## config.mk

```make
export PLATFORM = sky130hd
export DESIGN_NAME = fetch_stage
export DESIGN_NICKNAME = d
export VERILOG_FILES = /design/src/rtl/fetch_pkg.sv /design/src/rtl/fetch_fifo.sv /design/src/rtl/fetch_stage.sv
export SDC_FILE = /design/constraint.sdc
export NUM_CORES = 1
export LEC_CHECK = 0
export CORE_ASPECT_RATIO = 1.2
export CORE_MARGIN = 3
export CORE_UTILIZATION = 56
export DETAILED_ROUTE_END_ITERATION = 8
export PLACE_DENSITY = 0.87
export SLEW_MARGIN = 20
export SYNTH_ARGS = -nofsm -noshare
export SYNTH_HDL_FRONTEND = slang
export SYNTH_HIERARCHICAL = 1
export SYNTH_SLANG_ARGS = --single-unit
```

## constraint.sdc

```tcl
create_clock -name clk -period 10.45 [get_ports clk]
set_input_delay 1.5675 -clock clk [delete_from_list [all_inputs] [get_ports clk]]
set_output_delay 1.5675 -clock clk [all_outputs]
set_load 0.01 [all_outputs]
```

## src/rtl/fetch_pkg.sv

```systemverilog
// Shared types and constants for the instruction fetch stage.
// The opcode and vector fields are decoded here so the pipeline agrees on one definition.
package fetch_pkg;

   localparam int         INSTR_W      = 32;
   localparam int         FETCH_ADDR_W = 32;
   localparam int         OPCODE_MSB   = 31;
   localparam int         OPCODE_LSB   = 26;
   localparam int         VECTOR_BIT   = 31;
   localparam logic [5:0] OP_HALT      = 6'h3F;

   typedef enum logic [1:0] {
      BOOT,
      RUN,
      HALTED
   } fetch_state_t;

   typedef struct packed {
      logic [INSTR_W-1:0]      instr;
      logic [FETCH_ADDR_W-1:0] pc;
   } fetch_entry_t;

   function automatic logic is_halt(input logic [INSTR_W-1:0] instr);
      return instr[OPCODE_MSB:OPCODE_LSB] == OP_HALT;
   endfunction

endpackage

```

## src/rtl/fetch_fifo.sv

```systemverilog
// Instruction buffer between the memory response path and decode.
// Flush wins over push; the head entry is read combinationally.
module fetch_fifo
   import fetch_pkg::*;
#(
   parameter int DEPTH = 4
) (
   input  logic                   clk,
   input  logic                   rst,
   input  logic                   push_i,
   input  logic                   pop_i,
   input  logic                   flush_i,
   input  fetch_entry_t           data_i,
   output fetch_entry_t           head_o,
   output logic [$clog2(DEPTH):0] count_o,
   output logic                   empty_o,
   output logic                   full_o
);

   localparam int PTR_W = $clog2(DEPTH);
   localparam int CNT_W = PTR_W + 1;

   fetch_entry_t     mem_q [DEPTH];
   logic [PTR_W-1:0] wr_ptr_q, rd_ptr_q;
   logic [CNT_W-1:0] count_q;
   logic             do_push, do_pop;

   assign empty_o = (count_q == '0);
   assign full_o  = (count_q == CNT_W'(DEPTH));
   assign count_o = count_q;
   assign head_o  = mem_q[rd_ptr_q];

   assign do_pop  = pop_i && !empty_o;
   assign do_push = push_i && (!full_o || do_pop);

   // NOTE: storage is deliberately not reset; only pointers and count are, and consumers gate the head with empty.
   always_ff @(posedge clk) begin
      if (do_push && !flush_i) begin
         mem_q[wr_ptr_q] <= data_i;
      end
   end

   // NOTE: sequential state uses non-blocking assignments so every register samples pre-edge values.
   always_ff @(posedge clk or posedge rst) begin
      if (rst) begin
         wr_ptr_q <= '0;
         rd_ptr_q <= '0;
         count_q  <= '0;
      end else if (flush_i) begin
         wr_ptr_q <= '0;
         rd_ptr_q <= '0;
         count_q  <= '0;
      end else begin
         if (do_push) wr_ptr_q <= wr_ptr_q + PTR_W'(1);
         if (do_pop)  rd_ptr_q <= rd_ptr_q + PTR_W'(1);
         case ({do_push, do_pop})
            2'b10:   count_q <= count_q + CNT_W'(1);
            2'b01:   count_q <= count_q - CNT_W'(1);
            default: count_q <= count_q;
         endcase
      end
   end

endmodule

```

## src/rtl/fetch_stage.sv

```systemverilog
// Fetch stage: PC sequencing, credit-limited memory requests, response buffering,
// redirect/halt handling and the valid/ready interface toward decode.
module fetch_stage
   import fetch_pkg::*;
#(
   parameter int                ADDR_W     = FETCH_ADDR_W,
   parameter logic [ADDR_W-1:0] RESET_PC   = '0,
   parameter int                FIFO_DEPTH = 4
) (
   input  logic              clk,
   input  logic              rst,
   output logic              imem_req,
   output logic [ADDR_W-1:0] imem_addr,
   input  logic              imem_rvalid,
   input  logic [31:0]       imem_rdata,
   input  logic              redirect,
   input  logic [ADDR_W-1:0] redirect_pc,
   input  logic              id_ready,
   output logic              if_valid,
   output logic [31:0]       if_instr,
   output logic [ADDR_W-1:0] if_pc,
   output logic              if_is_vector,
   output logic              halted
);

   localparam int CNT_W = $clog2(FIFO_DEPTH) + 1;

   fetch_state_t      state_q, state_d;
   logic [ADDR_W-1:0] pc_q, pc_d, resp_pc_q, resp_pc_d;
   logic [CNT_W-1:0]  outstanding_q, outstanding_d, discard_q, discard_d;

   fetch_entry_t      fifo_head, fifo_in;
   logic [CNT_W-1:0]  fifo_count;
   logic              fifo_empty, fifo_full, fifo_push, fifo_pop, fifo_flush;
   logic              halt_pop, credit_ok;

   // Credits count both buffered words and words still in flight, so the buffer can never overflow.
   assign credit_ok  = ({1'b0, outstanding_q} + {1'b0, fifo_count}) < (CNT_W + 1)'(FIFO_DEPTH);

   assign if_valid   = !fifo_empty && !redirect;
   assign fifo_pop   = if_valid && id_ready;
   assign halt_pop   = fifo_pop && is_halt(fifo_head.instr);
   assign fifo_flush = redirect || halt_pop;
   assign fifo_push  = imem_rvalid && (discard_q == '0) && !fifo_flush;

   assign imem_req   = (state_q == RUN) && !redirect && !halt_pop && credit_ok;
   assign imem_addr  = pc_q;
   assign halted     = (state_q == HALTED);

   assign fifo_in.instr = imem_rdata;
   assign fifo_in.pc    = resp_pc_q;

   assign if_instr     = fifo_empty ? '0 : fifo_head.instr;
   assign if_pc        = fifo_empty ? '0 : fifo_head.pc;
   assign if_is_vector = !fifo_empty && fifo_head.instr[VECTOR_BIT];

   fetch_fifo #(.DEPTH(FIFO_DEPTH)) u_fifo (
      .clk     (clk),
      .rst     (rst),
      .push_i  (fifo_push),
      .pop_i   (fifo_pop),
      .flush_i (fifo_flush),
      .data_i  (fifo_in),
      .head_o  (fifo_head),
      .count_o (fifo_count),
      .empty_o (fifo_empty),
      .full_o  (fifo_full)
   );

   // NOTE: every variable gets its default first so no path through the block can infer a latch.
   always_comb begin
      state_d       = state_q;
      pc_d          = pc_q;
      resp_pc_d     = resp_pc_q;
      discard_d     = discard_q;
      outstanding_d = outstanding_q + CNT_W'(imem_req) - CNT_W'(imem_rvalid);

      if (imem_req)                            pc_d      = pc_q + ADDR_W'(4);
      if (fifo_push)                           resp_pc_d = resp_pc_q + ADDR_W'(4);
      if (imem_rvalid && (discard_q != '0))    discard_d = discard_q - CNT_W'(1);

      unique case (state_q)
         BOOT:    state_d = RUN;
         RUN:     if (halt_pop) state_d = HALTED;
         HALTED:  state_d = HALTED;
         default: state_d = BOOT;
      endcase

      // Everything in flight is stale after a flush; the word landing now is dropped directly.
      if (fifo_flush) discard_d = outstanding_q - CNT_W'(imem_rvalid);

      if (redirect) begin
         state_d   = RUN;
         pc_d      = redirect_pc;
         resp_pc_d = redirect_pc;
      end
   end

   always_ff @(posedge clk or posedge rst) begin
      if (rst) begin
         state_q       <= BOOT;
         pc_q          <= RESET_PC;
         resp_pc_q     <= RESET_PC;
         outstanding_q <= '0;
         discard_q     <= '0;
      end else begin
         state_q       <= state_d;
         pc_q          <= pc_d;
         resp_pc_q     <= resp_pc_d;
         outstanding_q <= outstanding_d;
         discard_q     <= discard_d;
      end
   end

   assert property (@(posedge clk) disable iff (rst) !(fifo_push && fifo_full && !fifo_pop));

endmodule

```

# Yosys cells after proc, flatten, opt, wreduce, memory -nomap -nowiden
# Memories as Yosys holds them, arrays and structs flattened.
# Cells that the tools add are included.
[word_totals] ramBits=256 out_inout_bits=100 register_bits=79 mem_count=1 word_cells=77 latchBits=0 rom_bits=0
[mem_list] memory="u_fifo.mem_q" depth=4 word_bits=64 rd=1 rd_clocked_by_memory_dff=0 write_ports=1 line="fetch_fifo.sv:23" source="fetch_entry_t mem_q [DEPTH];"
[classes] n_shift=0 n_eq_ne=7 multipliers=0 bitwise=0 n_lt_le_gt_ge=1 addsub=11 n_div=0 n_reduce_logical=30 muxes=19
[ops] cell="$mux W32" n=6
[ops] cell="$add A32 B3 Y32 const B" n=2
[ops] cell="$logic_and A1 B1 Y1" n=13
[ops] cell="$mux W2" n=6
[ops] cell="$reduce_bool A2 Y1" n=5
[ops] cell="$mux W3" n=3
[ops] cell="$eq A6 B6 Y1 const B" n=1
[ops] cell="$logic_not A3 Y1" n=2
[ops] cell="$pmux W2 S3" n=1
[ops] cell="$pmux W3 S2" n=1
[ops] cell="$reduce_bool A3 Y1" n=2
[ops] cell="$sub A3 B1 Y3" n=2
[ops] cell="$sub A3 B1 Y3 const B" n=2
[ops] cell="$logic_not A1 Y1" n=5
[ops] cell="$add A2 B1 Y2 const B" n=2
[ops] cell="$add A3 B3 Y4" n=1
[ops] cell="$eq A2 B1 Y1 const B" n=2
[ops] cell="$eq A2 B2 Y1 const B" n=2
[ops] cell="$lt A4 B3 Y1 const B" n=1
[ops] cell="$add A3 B1 Y3" n=1
[ops] cell="$add A3 B1 Y3 const B" n=1
[ops] cell="$eq A3 B3 Y1 const B" n=1
[ops] cell="$ne A3 B3 Y1 const B" n=1
[ops] cell="$logic_not A2 Y1" n=1
[ops] cell="other kinds (2)" n=4

# Logic depth before layout (Yosys ltp)
[depth] depth_word=12 ltp_mapped=13 depth_no_buf=10

# Hierarchy
# Netlist, hierarchy kept.
[modules_own_cells] mod="fetch_fifo" n_inst=1 area_each_um2=9829.4 cells_per_inst=399
[modules_own_cells] mod="fetch_stage" n_inst=1 area_each_um2=4630.7 cells_per_inst=507

# Worst setup path after synthesis
# No wires, ideal clock.
[synth_path] path_kind="input to register" from="in redirect" to="mem u_fifo/mem_q[1][0] in the netlist's numbering (enable)" setup_slack_ns=2.413 path_buffers=4 arrival_time_ns=7.459 path_stages=7 path_cell_list="buf_2 > clkbuf_1 > clkbuf_1 > nor2_1 > buf_2 > o21ai_0 > nor3b_1"
[synth_via] elab_chain_cells=11 word_cells_on_any_way=13 classes_between="mux: 2; reduce/logical: 11"
[synth_lines] element="start: declaration" line="fetch_stage.sv:16" source="input logic redirect,"
[synth_lines] element="$logic_not A1 Y1" line="fetch_stage.sv:40" source="assign if_valid = !fifo_empty && !redirect;"
[synth_lines] element="$logic_and A1 B1 Y1" line="fetch_stage.sv:40"
[synth_lines] element="$logic_and A1 B1 Y1" line="fetch_stage.sv:41" source="assign fifo_pop = if_valid && id_ready;"
[synth_lines] element="$logic_and A1 B1 Y1" line="fetch_stage.sv:42" source="assign halt_pop = fifo_pop && is_halt(fifo_head.instr);"
[synth_lines] element="$logic_or A1 B1 Y1 *" line="fetch_stage.sv:43" source="assign fifo_flush = redirect || halt_pop;"
[synth_lines] element="$logic_not A1 Y1 *" line="fetch_stage.sv:44" source="assign fifo_push = imem_rvalid && (discard_q == '0) && !fifo_flush;"
[synth_lines] element="$logic_and A1 B1 Y1 *" line="fetch_stage.sv:44"
[synth_lines] element="via fifo_push" line="fetch_stage.sv:34" source="logic fifo_empty, fifo_full, fifo_push, fifo_pop, fifo_flush;"
[synth_lines] element="$logic_and A1 B1 Y1 *" line="fetch_fifo.sv:34" source="assign do_push = push_i && (!full_o || do_pop);"
[synth_lines] element="$logic_and A1 B1 Y1 *" line="fetch_fifo.sv:38" source="if (do_push && !flush_i) begin"
[synth_lines] element="$mux W1 *" line="fetch_fifo.sv:38"
[synth_lines] element="$mux W1 (not written as such) *" line="fetch_fifo.sv:39" source="mem_q[wr_ptr_q] <= data_i;"
[synth_lines] element="end: declaration" line="fetch_fifo.sv:23"
# The timed path passes the listed nets; every way through them passes the cells marked *.

# Worst setup path in the final report
[layout_path] from="in redirect" to="out imem_req"
[layout_via] elab_chain_cells=7 word_cells_on_any_way=8 classes_between="reduce/logical: 8"
[layout_lines] element="$logic_not A1 Y1 *" line="fetch_stage.sv:40, fetch_stage.sv:46"
[layout_lines] element="$logic_and A1 B1 Y1" line="fetch_stage.sv:40"
[layout_lines] element="$logic_and A1 B1 Y1" line="fetch_stage.sv:41"
[layout_lines] element="$logic_and A1 B1 Y1" line="fetch_stage.sv:42"
[layout_lines] element="$logic_not A1 Y1" line="fetch_stage.sv:46" source="assign imem_req = (state_q == RUN) && !redirect && !halt_pop && credit_ok;"
[layout_lines] element="$logic_and A1 B1 Y1 * (2 in a row)" line="fetch_stage.sv:46"
[layout_lines] element="end: declaration" line="fetch_stage.sv:12" source="output logic imem_req,"
# Every way passes the cells marked *; elsewhere a longest branch is shown, timed or not.

==> flow_results.org <==
** Final layout
- The multi-input combinational cells in the finished layout cover a total of 0.00446 mm².
- Number of diodes :: 0
- Final #Nets :: 1155
- The sequential cells in the finished layout cover a total of 0.00967 mm².
- Compared with the post-synthesis result, the final layout area differs by 20.4%.
- Filler instances :: 1629
- For this run, the number of standard cells in the final layout without fillers is 1416.
- Cells with a size suffix above 1 make up 15.9% of the layout.

** STA
- Setup repair after global routing left no endpoint under its margin.
- Setup violations remaining at the end of the flow were counted as 0.
- At the pin with the least slew margin, the transition time is 1040 ps.
- Worst setup skew after layout :: 22.8 ps
- The final count of hold timing violations was 0.
- In this run the tightest slew margin relative to its limit is 30.1%.
- Adding up every negative setup slack in the final design gives 0 ps.
- Final Critical Period :: 5420 ps
- Dividing the final minimum period by the clock period gives 51.8%.
- Final Max Tran Viols :: 0
- Max Clock Freq :: 185 MHz

** Setup path
- The worst setup path is of the in2out kind.
- Type of element launching the critical path :: input port
- Slowest-stage cell, CP :: sky130_fd_sc_hd__or3b_2
- Number of buffer and inverter stages on the critical path :: 4
- CP Cell Sequence :: clkdlybuf4s50_1 > buf_4 > or3b_2 > nor3_2 > buf_4 > nor3_1 > clkdlybuf4s50_1
- Category of the worst setup path capture point :: primary output
- Along the worst path, the maximum fanout reaches 36.
- For the worst setup path, the data required time is 8880 ps.
- For this run, the slowest stage of the critical path takes 530 ps.
- Family of cells with the greatest summed delay on the critical path :: buffers and inverters
- Data arrival at the endpoint of the critical path :: 3850 ps

** Logic synthesis
- Synthesized netlist cell count :: 905
- Netlist Area Pre-Place :: 0.0145 mm²
- The number of nets handed over by synthesis was 993.
- Mean Syn Cell Area :: 16.0 µm²
- Yosys warns :: 6

** Min path
- Worst hold-check path type :: reg2reg

** Floorplanning
- The region available for standard cell placement spans 0.0251 mm².
- Count of boundary I/O pins :: 169
- Die Area :: 0.0278 mm²
- Rows :: 63
- The initial utilization of the core area, before any placement, comes to 57.7%.
- Die X :: 153 µm
- In this run the vertical extent of the chip is 182 µm.

** CTS
- Clock Tree Root :: sky130_fd_sc_hd__clkbuf_16
- Clock-pin slew was measured on the worst setup and hold paths at 60 ps.
- Post-cts sizing count :: 0
- Number of levels the H-tree was split into :: 1
- Hold repair after CTS inserted 0 buffers.
- In this run the post-CTS setup repair buffer count came out at 0.
- Clock insertion delay at the later pin of the skew report :: 550 ps
- Clock Tree Buf Depth :: 3
- Count of clock tree sinks :: 335
- Counting the buffers created by CTS gives 30.
- TritonCTS clock tree :: yes

** Global route
- The via count of the first global-routing pass is 8461.
- The number of antenna violations at the first check in global routing was 0.
- After global routing the overflow that remains totals 0.
- Wire length of the first global-routing pass :: 47100 µm
- Entering global routing, the biggest net connects 73 pins.
- Total global routing track utilization :: 21.3%

** Outcome
- The run finished with clean final reports.

** Drt
- Average wire per cell in the routed design :: 20.9 µm
- Routed via count divided by cell count :: 5.93
- Once detail routing completed, the nets flagged for antenna violations numbered 0.
- The routed design has 29700 µm of wire.
- Drc violations :: 0
- Number of search-and-repair iterations in the first detailed-routing pass :: 6
- The final route contains 8396 vias.
- DRC violation total after the first TritonRoute iteration :: 760

** Power and ir drop
- Summing internal, switching and leakage power gives 2.95 mW.
- Power density over the cells :: 170 mW/mm²
- Leakage power :: 5.75 nW
- The worst-case IR drop observed on VDD is 117 µV.

** Placement
- After legalization and detailed placement, the total HPWL measured 18400 µm.
- Routability-driven placement finished with a final weighted congestion of 0.847.
- Port buffer count :: 168
- Number of placed instances with taps included :: 1360

** Flow run
- Number of violations of the max-capacitance limit :: 0
==> placed cells by master (no fill, tap or decap), types with 8 or more instances in the layout <==
cell type	n
sky130_fd_sc_hd__edfxtp_1	256
sky130_fd_sc_hd__mux2_2	21
sky130_fd_sc_hd__dfrtp_1	77
sky130_fd_sc_hd__ha_1	17
sky130_fd_sc_hd__or4_1	8
sky130_fd_sc_hd__nor3_1	19
sky130_fd_sc_hd__xor2_1	17
sky130_fd_sc_hd__a31oi_1	15
sky130_fd_sc_hd__a21oi_1	12
sky130_fd_sc_hd__o31ai_1	9
sky130_fd_sc_hd__nand3_1	19
sky130_fd_sc_hd__clkinv_2	8
sky130_fd_sc_hd__o31a_1	20
sky130_fd_sc_hd__nand2_1	30
sky130_fd_sc_hd__mux4_2	64
sky130_fd_sc_hd__xnor2_1	23
sky130_fd_sc_hd__buf_4	10
sky130_fd_sc_hd__inv_1	28
sky130_fd_sc_hd__nor2_1	27
sky130_fd_sc_hd__o21ai_0	14
sky130_fd_sc_hd__clkbuf_16	31
sky130_fd_sc_hd__nand4_1	18
sky130_fd_sc_hd__nor4_1	12
sky130_fd_sc_hd__nor2b_1	66
sky130_fd_sc_hd__o21a_1	9
sky130_fd_sc_hd__clkdlybuf4s50_1	168
sky130_fd_sc_hd__nand2b_1	12
==> worst register-to-register path, delay by kind of cell, from the launching register on <==
| kind | cells | cell delay (ps) |
|---|---|---|
| buffers and inverters | 1 | 730 |
| muxes | 1 | 620 |
| DFF | 1 | 720 |
| AOI/OAI and AO/OA | 2 | 760 |
| and+or+nand+nor | 3 | 1260 |
==> through the flow <==
stage / util [%] / cell area [µm²] / worst slack, ps / hold WS (ps)
after floorplan: - / 14500 / 2410 / 474
after global placement: 65.5 / 16400 / 5040 / 510
after detailed placement: 65.5 / 16400 / 4930 / 542
after CTS: 69.4 / 17400 / 5030 / 550
after global routing: 69.4 / 17400 / 4930 / 570
final: 69.4 / 17400 / 5030 / 547
==> area by class of cell <==
type,instances,area share [%]
multi-input combinational,492,25.6
tap,325,2.34
inverter,30,0.647
timing repair buffer,178,10.1
clock buffer,39,4.97
sequential,335,55.6
clock inverter,17,0.748
==> power breakdown <==
part	switching, mW	total (mW)	leakage [nW]	internal (mW)
combinational	0.150	0.307	2.05	0.157
sequential	0.0698	1.57	3.21	1.50
clock	0.465	1.08	0.488	0.611
==> flip-flops by register name, summed over array words and instances, names as in the netlist <==
| signal | cells |
|---|---|
| u_fifo/mem_q | 256 |
| outstanding_q | 3 |
| u_fifo/wr_ptr_q | 2 |
| imem_addr | 32 |
| discard_q | 3 |
| resp_pc_q | 32 |
| u_fifo/count_o | 3 |
| u_fifo/rd_ptr_q | 2 |
| state_q | 2 |
==> worst paths after layout <==
kind                               startpoint             endpoint  slack, ps  cells past startpoint
setup / recovery                     redirect             imem_req       5030                      7
hold / removal               outstanding_q[2]     outstanding_q[2]        550                      1
setup reg to reg           u_fifo/rd_ptr_q[0]  u_fifo/mem_q[1][25]       5930                      7
hold reg to reg              outstanding_q[2]     outstanding_q[2]        550                      1
max in group asynchronous                 rst         resp_pc_q[6]       8160                      3
min in group asynchronous                 rst    u_fifo/count_o[2]       1360                      2
==> layer usage <==
metal	track usage, %	share of wire [%]	up-vias	wire length [µm]
li1	-	-	3808	-
met1	29.3	40	4201	12000
met2	36.2	51	338	15100
met3	2.60	6.0	49	1770
met4	6.49	2.8	0	839
met5	0	0	-	0
No activity file was read; power rests on OpenSTA's default activity.
